$ cat src/rtl/game_frame_scheduler_pkg.sv
// rtl/game_frame_scheduler_pkg.sv - shared task indices, FSM encoding and helpers for the frame scheduler
// Contents: TASK_* task index constants, NUM_TASKS, sched_state_e, task_onehot().

package game_frame_scheduler_pkg;

  localparam int NUM_TASKS = 4;

  localparam logic [1:0] TASK_PLAYER    = 2'd0;
  localparam logic [1:0] TASK_BULLETS   = 2'd1;
  localparam logic [1:0] TASK_ALIENS    = 2'd2;
  localparam logic [1:0] TASK_COLLISION = 2'd3;

  typedef enum logic [1:0] {
    IDLE   = 2'd0,
    ISSUE  = 2'd1,
    WAIT   = 2'd2,
    FINISH = 2'd3
  } sched_state_e;

  function automatic logic [NUM_TASKS-1:0] task_onehot(input logic [1:0] idx);
    return {{(NUM_TASKS-1){1'b0}}, 1'b1} << idx;
  endfunction

endpackage

$ cat src/rtl/sched_watchdog.sv
// rtl/sched_watchdog.sv - per-task WAIT-cycle watchdog for the frame scheduler
// Ports:
//   clk      in   clock
//   reset    in   asynchronous active-high reset
//   clear    in   zero the counter (held while the scheduler is outside WAIT)
//   enable   in   count one WAIT cycle
//   expired  out  high in the LIMIT-th consecutive enabled cycle

module sched_watchdog #(
  parameter int LIMIT = 1024
) (
  input  logic clk,
  input  logic reset,
  input  logic clear,
  input  logic enable,
  output logic expired
);

  localparam int CW = $clog2(LIMIT + 1);

  logic [CW-1:0] cnt_q, cnt_d;

  always_comb begin
    cnt_d = cnt_q;
    if (clear) begin
      cnt_d = '0;
    end else if (enable && (cnt_q != CW'(LIMIT))) begin
      cnt_d = cnt_q + 1'b1;
    end
  end

  always_ff @(posedge clk or posedge reset) begin
    if (reset) begin
      cnt_q <= '0;
    end else begin
      cnt_q <= cnt_d;
    end
  end

  // The cycle that would make the count reach LIMIT is the one that trips,
  // so WAIT lasts exactly LIMIT cycles before the scheduler moves on.
  assign expired = enable && !clear && (cnt_q == CW'(LIMIT - 1));

endmodule

$ cat src/rtl/game_frame_scheduler.sv
// rtl/game_frame_scheduler.sv - sequences the per-frame game tasks during vertical blanking
// Optional build macro: SCHED_WATCHDOG_EN (adds the per-task watchdog and timeout flag).
// Ports:
//   clk          in   pixel clock
//   reset        in   asynchronous active-high reset
//   hpos, vpos   in   [9:0] beam position from the sync generator
//   pause        in   blocks new sequences at the trigger
//   task_done    in   [3:0] per-task completion (0 player, 1 bullets, 2 aliens, 3 collision)
//   task_start   out  [3:0] one-cycle start pulse per task
//   busy         out  sequence in progress
//   frame_done   out  one-cycle pulse at sequence end
//   frame_count  out  [7:0] started sequences, wrapping
//   overrun      out  sticky: frame boundary reached while busy
//   timeout      out  sticky: a task was abandoned by the watchdog

module game_frame_scheduler
  import game_frame_scheduler_pkg::*;
#(
  parameter int V_DISPLAY = 480,
  parameter int ALIEN_DIV = 8,
  parameter int WD_CYCLES = 1024
) (
  input  logic           clk,
  input  logic           reset,
  input  logic [9:0]     hpos,
  input  logic [9:0]     vpos,
  input  logic           pause,
  input  logic [3:0]     task_done,
  output logic [3:0]     task_start,
  output logic           busy,
  output logic           frame_done,
  output logic [7:0]     frame_count,
  output logic           overrun,
  output logic           timeout
);

  sched_state_e   state_q, state_d;
  logic [1:0]     idx_q, idx_d;
  logic [7:0]     div_q, div_d;
  logic           aliens_en_q, aliens_en_d;
  logic [7:0]     count_q, count_d;
  logic [3:0]     start_q, start_d;
  logic           busy_q, frame_done_q;
  logic           overrun_q, overrun_d;

  logic trigger, frame_wrap, done_seen, advance;

  assign trigger    = (hpos == 10'd0) && (vpos == 10'(V_DISPLAY));
  assign frame_wrap = (hpos == 10'd0) && (vpos == 10'd0);

  // A task cannot complete in the same cycle its start pulse is on the wire.
  assign done_seen  = task_done[idx_q] && (start_q == 4'd0);

`ifdef SCHED_WATCHDOG_EN
  logic wd_expired;
  logic timeout_q, timeout_d;

  sched_watchdog #(
    .LIMIT (WD_CYCLES)
  ) u_watchdog (
    .clk     (clk),
    .reset   (reset),
    .clear   (state_q != WAIT),
    .enable  (state_q == WAIT),
    .expired (wd_expired)
  );

  assign advance = done_seen || wd_expired;
`else
  assign advance = done_seen;
`endif

  always_comb begin
    state_d     = state_q;
    idx_d       = idx_q;
    div_d       = div_q;
    aliens_en_d = aliens_en_q;
    count_d     = count_q;
    start_d     = 4'd0;
    overrun_d   = overrun_q;
`ifdef SCHED_WATCHDOG_EN
    timeout_d   = timeout_q;
`endif

    case (state_q)
      IDLE: begin
        if (trigger && !pause) begin
          state_d     = ISSUE;
          idx_d       = TASK_PLAYER;
          count_d     = count_q + 8'd1;
          // Latch this frame's alien decision before the divider moves on.
          aliens_en_d = (div_q == 8'd0);
          div_d       = (div_q == 8'(ALIEN_DIV - 1)) ? 8'd0 : div_q + 8'd1;
        end
      end
      ISSUE: begin
        if ((idx_q == TASK_ALIENS) && !aliens_en_q) begin
          idx_d = idx_q + 2'd1;
        end else begin
          start_d = task_onehot(idx_q);
          state_d = WAIT;
        end
      end
      WAIT: begin
        if (advance) begin
`ifdef SCHED_WATCHDOG_EN
          if (!done_seen) begin
            timeout_d = 1'b1;
          end
`endif
          if (idx_q == TASK_COLLISION) begin
            state_d = FINISH;
          end else begin
            idx_d   = idx_q + 2'd1;
            state_d = ISSUE;
          end
        end
      end
      FINISH: begin
        state_d = IDLE;
      end
      default: begin
        state_d = IDLE;
      end
    endcase

    if ((state_q != IDLE) && (trigger || frame_wrap)) begin
      overrun_d = 1'b1;
    end
  end

  always_ff @(posedge clk or posedge reset) begin
    if (reset) begin
      state_q      <= IDLE;
      idx_q        <= TASK_PLAYER;
      div_q        <= 8'd0;
      aliens_en_q  <= 1'b0;
      count_q      <= 8'd0;
      start_q      <= 4'd0;
      busy_q       <= 1'b0;
      frame_done_q <= 1'b0;
      overrun_q    <= 1'b0;
    end else begin
      state_q      <= state_d;
      idx_q        <= idx_d;
      div_q        <= div_d;
      aliens_en_q  <= aliens_en_d;
      count_q      <= count_d;
      start_q      <= start_d;
      busy_q       <= (state_d != IDLE);
      frame_done_q <= (state_d == FINISH);
      overrun_q    <= overrun_d;
    end
  end

`ifdef SCHED_WATCHDOG_EN
  always_ff @(posedge clk or posedge reset) begin
    if (reset) begin
      timeout_q <= 1'b0;
    end else begin
      timeout_q <= timeout_d;
    end
  end

  assign timeout = timeout_q;
`else
  assign timeout = 1'b0;
`endif

  assign task_start  = start_q;
  assign busy        = busy_q;
  assign frame_done  = frame_done_q;
  assign frame_count = count_q;
  assign overrun     = overrun_q;

endmodule

$ cat config.mk
export PLATFORM = sky130hd
export DESIGN_NAME = game_frame_scheduler
export DESIGN_NICKNAME = d
export VERILOG_FILES = /design/src/rtl/game_frame_scheduler_pkg.sv /design/src/rtl/sched_watchdog.sv /design/src/rtl/game_frame_scheduler.sv
export SDC_FILE = /design/constraint.sdc
export NUM_CORES = 1
export LEC_CHECK = 0
export CORE_ASPECT_RATIO = 0.7
export CORE_MARGIN = 5
export CORE_UTILIZATION = 40
export CTS_CLUSTER_SIZE = 8
export DETAILED_ROUTE_END_ITERATION = 12
export GPL_TIMING_DRIVEN = 0
export PLACE_DENSITY = 0.69
export SLEW_MARGIN = 25
export SYNTH_ARGS = -nofsm -noshare
export SYNTH_HDL_FRONTEND = slang
export SYNTH_SLANG_ARGS = --single-unit
$ cat constraint.sdc
create_clock -name clk -period 5.7 [get_ports clk]
set_input_delay 0.855 -clock clk [delete_from_list [all_inputs] [get_ports clk]]
set_output_delay 0.855 -clock clk [all_outputs]
set_load 0.05 [all_outputs]
==> metrics.yaml, run 1 <==
status: "finished clean"
grt_use_total_pct: 13.8
slew_violations: 0
post-route-util_pct: 55.2
nets: 235
ys_ff_latch: 28
skew_ns: 0.00223
post_cts.repair.setup_buffers: 0
cts_sinks: 28
wirelength_mm: 3.49
fin_ws_ns: 3.19
rows: 19
cp_data_required_time_ns: 5.87
first_global_vias: 1291
wire_per_inst_um: 14.1
core_area_um2: 3870
syn-cell-area_um2: 1590
hold_path.class: "flip-flop to flip-flop"
cp.arrival_ns: 2.68
p_comb_share_pct: 39.0
final.setup.tns_ns: 0
initial_core_util_pct: 41.1
final_cell_area_um2: 2140
ctsHtreeMaxLevel: 1
path_delay_family: "simple AND/OR/NAND/NOR gates"
cts_root_buf: "clkbuf_8"
endpoint_kind: "flip-flop"
ir_worst_vdd_v: 0.000140
path_cells: "clkdlybuf4s50_1, nand4_1, or3_1, clkbuf_1, nor2_1, mux2_2"
p_leak_nw: 0.983
cp.buffers_inverters: 2
rsz0062_at_grt: "false"
met1_length_mm: 1.63
start_kind: "primary input"
top_layer: "met4"
ys_types: 39
syn_inst: 150
gp_congestion: 0.904
viasPerCell: 5.17
ys_warn_count: 0
clockBufferDepth: 2
io-pin-count: 43
finalCriticalPeriod_ns: 2.51
min_period_over_period_pct: 44.0
sw_frac_of_total_pct: 35.1
setup_viol: 0
tightestPinTransition_ns: 0.608
die_w_um: 85.5
port_buffers: 41
maxCapViolations: 0
cts_tree: "yes"
post-dp-hpwl_mm: 2.71
diodes: 0
final_common_cell: "clkdlybuf4s50_1"
cp_slowest_cell: "clkdlybuf4s50_1"
die-area_um2: 5370
drt_iter0_markers: 134
final_cell_mix: "clkdlybuf4s50_1, dfrtp_1, inv_1"
syn_area_per_cell_um2: 10.6
routed-wl-met3_um: 145
antenna_found_initial: 0
p_int_uw: 419
hold_viol_final: 0
path_clk_slew_ns: 0.10
yosysTopAreaCellShare_pct: 44.0
max-slew-margin-rel_pct: 59.1
critPathKind: "primary input to flip-flop"
die_h_um: 62.8
crit_fanout: 5
total_power_uw: 645
overflow: 0
synth-seq-area-share_pct: 44.0
clock.fmax_mhz: 399
layout-drive-gt1-share_pct: 9.23
drt_pass1_iterations: 4
cts_made_buffers: 3
postCtsHoldBufs: 0
insertion_delay_ns: 0.28
detailedPlace.worstSlack_ns: 2.89
yosys.area.top_type: "dfrtp_1"
area_growth_pct: 34.3
power_density_nw_per_um2: 301
drc: 0
vias: 1276
ys_top_cells_by_area: "dfrtp_1, ha_1, xor2_1, nor4_2, inv_1"
cts_resized: 0
crit_path_max_incr_delay_ns: 0.50
grt_pass1_wl_mm: 6.00
p_sw_uw: 226
ant_nets: 0
route.met2.wl_mm: 1.68
pwr-share-clk_pct: 24.3
seq_power_share_pct: 36.7
placed_area_um2: 2070
grt_max_degree: 29
syn_nets: 189
-- state kept, by name (all words and copies together), names as in the netlist, 2 cells and up --
signal       cells
idx_q            2
div_q            8
state_q          2
frame_count      8
task_start       4
-- stage by stage --
stage / cells / hold slack, ns
CTS: 247 / 0.477
floorplan: 150 / 0.443
finish: 247 / 0.476
global placement: 243 / 0.456
global route: 247 / 0.505
detailed placement: 243 / 0.461
-- worst paths after layout --
| check | startpoint | to | slack, ns | cells past startpoint |
|---|---|---|---|---|
| setup / recovery | vpos[6] | frame_count[1]$_DFFE_PP0P_ | 3.19 | 6 |
| min in group asynchronous | reset | idx_q[1]$_DFFE_PP0P_ | 0.95 | 2 |
| hold reg to reg | frame_count[7]$_DFFE_PP0P_ | frame_count[7]$_DFFE_PP0P_ | 0.48 | 1 |
| hold / removal | frame_count[7]$_DFFE_PP0P_ | frame_count[7]$_DFFE_PP0P_ | 0.48 | 1 |
| setup reg to reg | state_q[1]$_DFF_PP0_ | frame_count[1]$_DFFE_PP0P_ | 3.43 | 7 |
| max in group asynchronous | reset | div_q[4]$_DFFE_PP0P_ | 4.35 | 2 |
-- logic make-up (layout without fill, tap and decap cells) --
logic type	Yosys count	count (layout)	synth area share (%)
XOR/XNOR	12	12	6.59
AND/OR/NAND/NOR	57	57	23.7
flip-flops	28	28	44.0
buffers and inverters	18	63	4.55
other	1	1	0.235
AO/OA/AOI/OAI	16	16	6.75
adder cells (fa/ha/maj)	12	12	9.42
multiplexers	6	6	4.79
-- area by class of cell --
type,count,area [µm²]
fillers,348,1730
multi-input cells,104,821
flip-flops and latches,28,701
repair buffers,41,410
well taps,52,65.1
inverters,14,52.6
clock buffers,3,41.3
clock inverters,1,30.0
plain buffers,4,20.0
-- power groups by stage --
stage                     clock network [mW]  registers [mW]  logic, mW
after floorplan                            0           0.274      0.137
after global placement                     0           0.240      0.243
after detailed placement                   0           0.241      0.248
after CTS                              0.162           0.237      0.250
after global routing                   0.171           0.241      0.280
final                                  0.157           0.237      0.251
-- layer usage --
layer / vias to the layer above / track usage (%)
met5: - / 0
met2: 32 / 21.9
li1: 635 / -
met4: 0 / 4.15
met3: 5 / 2.77
met1: 604 / 19.0
-- cells in the mapped netlist --
cell type and number:
clkbuf_1 2, o221ai_1 1, nand2_1 7, a221o_1 1, nand4_2 1, inv_1 14
nand4_1 7, and3_1 2, a21o_1 1, nor2_1 3, conb_1 1, nor3_1 8
mux2i_1 2, and4_1 2, xnor2_1 1, nand3b_1 2, nand4b_1 2, buf_4 1
nor4_2 5, or3_1 1, mux4_2 1, nor4_1 5, o31ai_1 2, buf_2 1
and4b_1 2, a21oi_1 1, dfrtp_1 28, a41oi_1 1, and2_1 3, nor2b_1 1
a211o_1 1, a31oi_1 1, ha_1 12, o21bai_1 1, mux2_2 3, or4_4 1
o21ai_0 6, nand3_1 5, xor2_1 11
-- worst reg2reg max path, cell delays in order, from the launching register on --
cell and delay [ns]:
dfrtp_1 0.41, inv_1 0.20, ha_1 0.27, inv_1 0.09, or3_1 0.34, clkbuf_1 0.17, nor2_1 0.30, mux2_2 0.38
(Power assumes the default switching activity.)
==> inputs of run 2 (changes only) <==
==> constraint.sdc (replaced) <==
create_clock -name clk -period 2.34 [get_ports clk]
set_input_delay 0.351 -clock clk [delete_from_list [all_inputs] [get_ports clk]]
set_output_delay 0.351 -clock clk [all_outputs]
set_load 0.05 [all_outputs]
==> run 2 against run 1 <==
Cell area up 0.12%. Final cell count unchanged. Critical endpoint is now frame_count[3]$_DFFE_PP0P_. Critical path type is now flip-flop to flip-flop. Wire length up 0.40%. Count of clock-buffer cells in the layout unchanged. Worst setup slack worse by 3.0 ns.
==> metrics.yaml, run 2 (synthesis results as in run 1) <==
grt_use_total_pct: 13.8
ant_nets: 0
seq_power_share_pct: 36.7
min_period_over_period_pct: 91.1
grt_max_degree: 29
final_common_cell: "clkdlybuf4s50_1"
port_buffers: 41
core_area_um2: 3870
cp.buffers_inverters: 4
clockBufferDepth: 2
viasPerCell: 5.17
cts_root_buf: "clkbuf_8"
cp_data_required_time_ns: 2.55
rows: 19
sw_frac_of_total_pct: 35.2
path_delay_family: "buffers and inverters"
rsz0062_at_grt: "false"
wire_per_inst_um: 14.2
ctsHtreeMaxLevel: 1
clock.fmax_mhz: 469
pwr-share-clk_pct: 24.3
initial_core_util_pct: 41.1
finalCriticalPeriod_ns: 2.13
busiest_layer: "met2"
path_cells: "inv_2, ha_1, inv_1, or3_1, clkbuf_1, buf_2, nor3_1, xor2_1"
antenna_found_initial: 0
p_comb_share_pct: 39.0
maxCapViolations: 0
total_power_mw: 1.57
drt_iter0_markers: 137
power_density_nw_per_um2: 735
skew_ns: 0.00325
hold_viol_final: 0
vias: 1277
status: "finished clean"
cp_slowest_cell: "dfrtp_1"
wirelength_mm: 3.51
endpoint_kind: "flip-flop"
final.setup.tns_ns: 0
met3_usage_pct: 2.77
first_global_vias: 1291
area_growth_pct: 34.5
nets: 235
post-dp-hpwl_mm: 2.71
cts_made_buffers: 3
die-area_um2: 5370
layout-drive-gt1-share_pct: 10.3
setup_viol: 0
path_clk_slew_ns: 0.10
start_kind: "flip-flop"
max-slew-margin-rel_pct: 58.9
critPathKind: "flip-flop to flip-flop"
grtUsageMet1_pct: 19.0
gr-usage-met2_pct: 21.9
io-pin-count: 43
cts_tree: "yes"
die_h_um: 62.8
insertion_delay_ns: 0.28
drc: 0
tightestPinTransition_ns: 0.611
diodes: 0
crit_path_max_incr_delay_ns: 0.42
p_int_mw: 1.02
drt_pass1_iterations: 4
hold_path.class: "primary input to async pin"
crit_fanout: 10
cp.arrival_ns: 2.34
slew_violations: 0
overflow: 0
grt_pass1_wl_mm: 6.00
p_leak_nw: 0.982
cts_sinks: 28
die_w_um: 85.5
ir_worst_vdd_v: 0.000342
postCtsHoldBufs: 0
gp_congestion: 0.904
p_sw_uw: 554
final_cell_mix: "clkdlybuf4s50_1, dfrtp_1, inv_1, ha_1, xor2_1"
[run 2: cell counts in the layout (fill, tap and decap cells not counted)]
Identical to the previous run, type by type.
[run 2: worst paths after layout]
kind                            depth (start not counted)                    endpoint  slack [ns]                        from
worst max-delay path                                    8  frame_count[3]$_DFFE_PP0P_        0.21        state_q[1]$_DFF_PP0_
worst min-delay path                                    2        idx_q[1]$_DFFE_PP0P_        0.45                       reset
worst max register to register                          8  frame_count[3]$_DFFE_PP0P_        0.21        state_q[1]$_DFF_PP0_
worst min register to register                          1  frame_count[7]$_DFFE_PP0P_        0.48  frame_count[7]$_DFFE_PP0P_
max in group asynchronous                               2        div_q[4]$_DFFE_PP0P_        1.50                       reset
min in group clk                                        1  frame_count[7]$_DFFE_PP0P_        0.48  frame_count[7]$_DFFE_PP0P_
[run 2: worst register-to-register path, stage by stage (launching register included)]
cell and delay [ns]:
dfrtp_1 0.42, inv_2 0.14, ha_1 0.24, inv_1 0.09
or3_1 0.34, clkbuf_1 0.18, buf_2 0.22, nor3_1 0.28
xor2_1 0.17
[run 2: final cells by class]
class / count / area [µm²]
plain buffers: 4 / 20.0
well taps: 52 / 65.1
repair buffers: 41 / 410
inverters: 14 / 52.6
multi-input cells: 104 / 823
clock buffers: 3 / 41.3
flip-flops and latches: 28 / 701
fillers: 346 / 1730
clock inverters: 1 / 30.0
[run 2: metrics by stage]
step	cells	util, %	hold slack [ns]	worst slack [ns]	instance area [µm²]
2_1_floorplan	150	-	0.416	0.373	1590
3_3_place_gp	243	53.4	0.456	0.0676	2070
3_5_place_dp	243	53.4	0.461	0.0379	2070
4_1_cts	247	55.2	0.465	0.0853	2140
5_1_grt	247	55.3	0.505	0.0675	2140
6_report	247	55.3	0.449	0.207	2140
[run 2: timing repair]
action / 4_1_cts / 5_1_grt
buffers inserted: 0 / 0
endpoints found under the setup margin: 0 / 4
gates resized for setup: 0 / 2
endpoints found under the hold margin: 0 / 0
[run 2: metal layers]
metal	wire length, µm	up-vias
met5	0	-
met2	1690	29
met1	1660	611
li1	-	632
met3	117	5
met4	47	0
[run 2: power by group through the flow]
stage	Clock [mW]	Sequential (mW)	Combinational (mW)
4_1_cts	0.394	0.578	0.608
6_report	0.383	0.578	0.614
2_1_floorplan	0	0.666	0.334
3_5_place_dp	0	0.588	0.604
5_1_grt	0.416	0.589	0.682
3_3_place_gp	0	0.585	0.592
==> inputs of run 3 (changes only) <==
--- a/config.mk
+++ b/config.mk
@@ -8,7 +8,7 @@
 export CORE_ASPECT_RATIO = 0.7
 export CORE_MARGIN = 5
 export CORE_UTILIZATION = 40
-export CTS_CLUSTER_SIZE = 8
+export CTS_CLUSTER_SIZE = 30
 export DETAILED_ROUTE_END_ITERATION = 12
 export GPL_TIMING_DRIVEN = 0
 export PLACE_DENSITY = 0.69
==> results of run 3 <==
Same layout as run 2: the final DEF is identical, and so are final timing and power.
==> edit 1 (flow settings as in run 1) <==
Put one more register stage on the output `frame_count`. The value now appears one clock later. The other outputs are not delayed to match.
--- a/src/rtl/game_frame_scheduler.sv
+++ b/src/rtl/game_frame_scheduler.sv
@@ -170,7 +170,9 @@
   assign task_start  = start_q;
   assign busy        = busy_q;
   assign frame_done  = frame_done_q;
-  assign frame_count = count_q;
+  always_ff @(posedge clk) begin
+    frame_count <= count_q;
+  end
   assign overrun     = overrun_q;
 
 endmodule
Formal check against the unedited RTL: not equivalent (Yosys sat finds a counterexample within 4 cycles, from zero or initial values and one cycle with reset high).
==> edit 1 against run 1 <==
  * Via count shrank 3.8%
  * Design area is 4.7% higher
  * Synthesized area increased by 3.8%
  * Setup slack improved by 0.049 ns
  * Sequential cell count rose by 8
  * Power increased by 21%
  * Routed wire length decreased by 4.4%
  * Synthesized cell count decreased by 0.67%
  * Clock skew grew 0.0028 ns
==> edit 1: results (changes against run 1) <==
| Metric | Value |
|---|---|
| Worst Setup SP | `hpos[1]` |
| Min-delay src | `count_q[7]$_DFFE_PP0P_` |
| Worst Skew | `0.00498 ns (+0.00275 ns)` |
| Clock-pin slew on the worst setup and hold paths | `0.07 ns (-0.03 ns)` |
| RR Endpoint | `busy$_DFF_PP0_` |
| Critical Path AT | `2.65 ns (-0.03 ns)` |
| Via/cell ratio | `4.91 (-5.0%)` |
| Nets | `236 (+0.43%)` |
| Post-synthesis async set-or-reset flop share | `0.778 (-0.222)` |
| Post-Layout Cell Count | `250 (+1.2%)` |
| Reg2Reg Depth | `5 (-2)` |
| First-pass GRT wire length | `5930 µm (-1.1%)` |
| Status | `complete, no violations` |
| Worst Path Max Fanout | `10 (+5)` |
| Num CTS Buffers | `5 (+2)` |
| Worst setup path end | `div_q[3]$_DFFE_PP0P_` |
| Top post-synthesis cells by count | `dfrtp_1, nand2_1, ha_1` |
| Pre-CTS setup slack | `2.94 ns (+0.0485 ns)` |
| Leakage power | `1.01 nW (+2.9%)` |
| Htree depth | `2 (+1)` |
| Hold_ws | `0.412 ns (-0.0641 ns)` |
| Crit-path max cell delay | `0.40 ns (-0.10 ns)` |
| Final GP Congestion | `0.694 (-23%)` |
| Synthesized area per cell | `11.1 µm² (+4.5%)` |
| Register area share after synthesis | `0.520 (+0.0809)` |
| Hold Path Sink | `frame_count[7]$_DFF_P_` |
## edit 1: cell types whose count changed in the layout (fill, tap and decap cells not counted), moves of 5 or more
| cell | change |
|---|---|
| nor3_1 | -8 |
| xnor2_1 | +10 |
| xor2_1 | -10 |
| dfxtp_1 | +8 |
| o21ai_0 | -5 |
| nand2_1 | +10 |
| nor4_2 | -5 |
## edit 1: layer usage
layer	track usage	wire, µm	up-vias
li1	-	-	607
met4	0.0506	43	0
met2	0.228	1670	22
met1	0.164	1450	591
met5	0	0	-
met3	0.0398	181	7
## edit 1: power groups by stage
stage	Sequential, mW	Clock (mW)	Combinational, mW
final	0.301	0.221	0.258
after global routing	0.304	0.239	0.285
after CTS	0.301	0.229	0.262
after detailed placement	0.306	0	0.261
after global placement	0.305	0	0.252
after floorplan	0.351	0	0.134
## edit 1: final cells by class
cell class                      instances  area [µm²]
Fill cell                             365        1710
Sequential cell                        36         861
Multi-Input combinational cell         98         718
Timing Repair Buffer                   41         410
Clock buffer                            5        68.8
Tap cell                               52        65.1
Clock inverter                          3        42.5
Inverter                               11        41.3
Buffer                                  4        33.8
## edit 1: kinds of logic (layout without fill, tap and decap cells)
| kind of cell | after synthesis | count (layout) | share of synthesized area |
|---|---|---|---|
| other | 1 | 1 | 0.00227 |
| xor gates and xnor gates | 12 | 12 | 0.0635 |
| adders and majority gates | 12 | 12 | 0.0908 |
| AOI/OAI and AO/OA | 18 | 18 | 0.0847 |
| DFF | 36 | 36 | 0.520 |
| and+or+nand+nor | 51 | 51 | 0.160 |
| muxes | 4 | 4 | 0.0325 |
| buffers and inverters | 15 | 64 | 0.0454 |
==> edit 2 (settings of run 1) <==
Made on the original files. Add a define of `SCHED_WATCHDOG_EN`.
--- a/src/rtl/game_frame_scheduler.sv
+++ b/src/rtl/game_frame_scheduler.sv
@@ -12,6 +12,8 @@
 //   frame_count  out  [7:0] started sequences, wrapping
 //   overrun      out  sticky: frame boundary reached while busy
 //   timeout      out  sticky: a task was abandoned by the watchdog
+
+`define SCHED_WATCHDOG_EN
 
 module game_frame_scheduler
   import game_frame_scheduler_pkg::*;
Check against the original RTL: no difference found for any inputs over 10 cycles, from zero or initial values and one cycle with reset high; that may be too few to reach the edited logic, so the function may still have changed.
==> edit 2 against run 1 <==
  * Combinational power is 13% higher
  * Clock skew increased by 0.0043 ns
  * Design area grew 28%
  * Highest routed layer unchanged
  * Synthesized area is 33% higher
  * Sequential cell count is 12 higher
  * Setup slack better by 0.044 ns
  * Routed wire length increased by 15%
  * Sequential power up 41%
  * Power rose by 23%
  * Largest power group is now sequential cells
  * Clock power is 11% higher
==> edit 2: results (changes against run 1) <==
| Metric | Value |
|---|---|
| Comb pwr share | `0.358 (-0.032)` |
| Worst setup path end | `frame_count[0]` |
| Htree depth | `2 (+1)` |
| Reg-to-reg setup timing slack | `3.91 ns (+0.48 ns)` |
| Delay-heaviest family, CP | `buffers and inverters` |
| Leakage power | `1.24 nW (+26%)` |
| Routing usage on met1 | `0.175 (-0.0147)` |
| Reg2reg start | `state_q[0]$_DFF_PP0_` |
| DR WL met3 | `258 µm (+78%)` |
| Pin count of the biggest net entering global routing | `26 (-10%)` |
| Synth top area cells | `dfrtp_1, ha_1, xnor2_1` |
| Met3 Track Usage GR | `0.0483 (+0.0206)` |
| Met1 wire length | `2110 µm (+30%)` |
| Synth top area share | `0.472 (+0.0321)` |
| Sequential Power Share | `0.423 (+0.056)` |
| Num CTS Buffers | `5 (+2)` |
| PortBufs | `42 (+2.4%)` |
| Drt initial violations | `27 (-80%)` |
| Clock-pin slew on the worst setup and hold paths | `0.07 ns (-0.03 ns)` |
| Share of layout cells above drive strength 1 | `0.0784 (-0.0139)` |
| Via/cell ratio | `4.73 (-8.4%)` |
| Crit-path max cell delay | `0.86 ns (+0.36 ns)` |
| Relative slew slack | `0.657 (+0.0658)` |
| Top post-synthesis cells by count | `dfrtp_1, nand2_1, xnor2_1` |
| Syn nets | `244 (+29%)` |
| Hold Path Sink | `overrun$_DFFE_PP0P_` |
| Final GP Congestion | `0.795 (-12%)` |
| Met2 usage | `0.186 (-0.0332)` |
| RR Endpoint | `div_q[7]$_DFFE_PP0P_` |
| Met2 WL | `1590 µm (-5.0%)` |
| Status | `complete, no violations` |
| Min-delay src | `overrun$_DFFE_PP0P_` |
| Critical Path AT | `1.61 ns (-1.07 ns)` |
| Nets | `294 (+25%)` |
| Total track usage | `0.127 (-0.0113)` |
| Routed wire per std cell | `12.2 µm (-13%)` |
| Library cells used by synthesis | `42 (+7.7%)` |
| Worst Skew | `0.00657 ns (+0.00434 ns)` |
==> edit 2: cell count changes in the layout (fill, tap and decap cells not counted), sizes merged, moves of 4 or more <==
cell / before / now
and2: 3 / 16
nor3: 8 / 3
nand3: 5 / 12
xor2: 11 / 5
and3: 2 / 7
xnor2: 1 / 16
dfrtp: 28 / 40
nand2: 7 / 23
clkbuf: 5 / 9
nor2: 3 / 7
==> edit 2: logic make-up after synthesis <==
group | Yosys count | synth area share
AND/OR/NAND/NOR | 92 | 0.245
flip-flops | 40 | 0.472
XOR/XNOR | 21 | 0.0867
AO/OA/AOI/OAI | 19 | 0.0649
buffers and inverters | 17 | 0.0360
adder cells (fa/ha/maj) | 12 | 0.0708
multiplexers | 4 | 0.0248
==> edit 2: cell type report <==
cell class                 instances  area (µm²)
buffer                             6        35.0
clock buffer                       6        72.6
clock inverter                     1        5.00
fill                             460        2470
inverter                          11        41.3
multi-input combinational        148        1040
sequential                        40        1000
tap                               72        90.1
timing repair buffer              43         440
==> edit 2: worst reg2reg max path, stage by stage, from the launching register on <==
cell and delay, ns:
dfrtp_1 0.43, inv_1 0.10, ha_1 0.14, clkbuf_1 0.30, and3_1 0.21, buf_4 0.16, buf_6 0.14, nand3_2 0.08
xnor2_1 0.13
==> edit 2: through the flow <==
step / std cells / area [µm²] / setup WS, ns / power [mW] / hold WS (ns)
CTS: 327 / 2730 / 3.23 / 0.803 / 0.472
global placement: 319 / 2630 / 3.03 / 0.619 / 0.437
floorplan: 205 / 2120 / 3.59 / 0.541 / 0.436
finish: 327 / 2730 / 3.24 / 0.792 / 0.471
global route: 327 / 2730 / 3.19 / 0.845 / 0.481
detailed placement: 320 / 2650 / 3.01 / 0.626 / 0.447
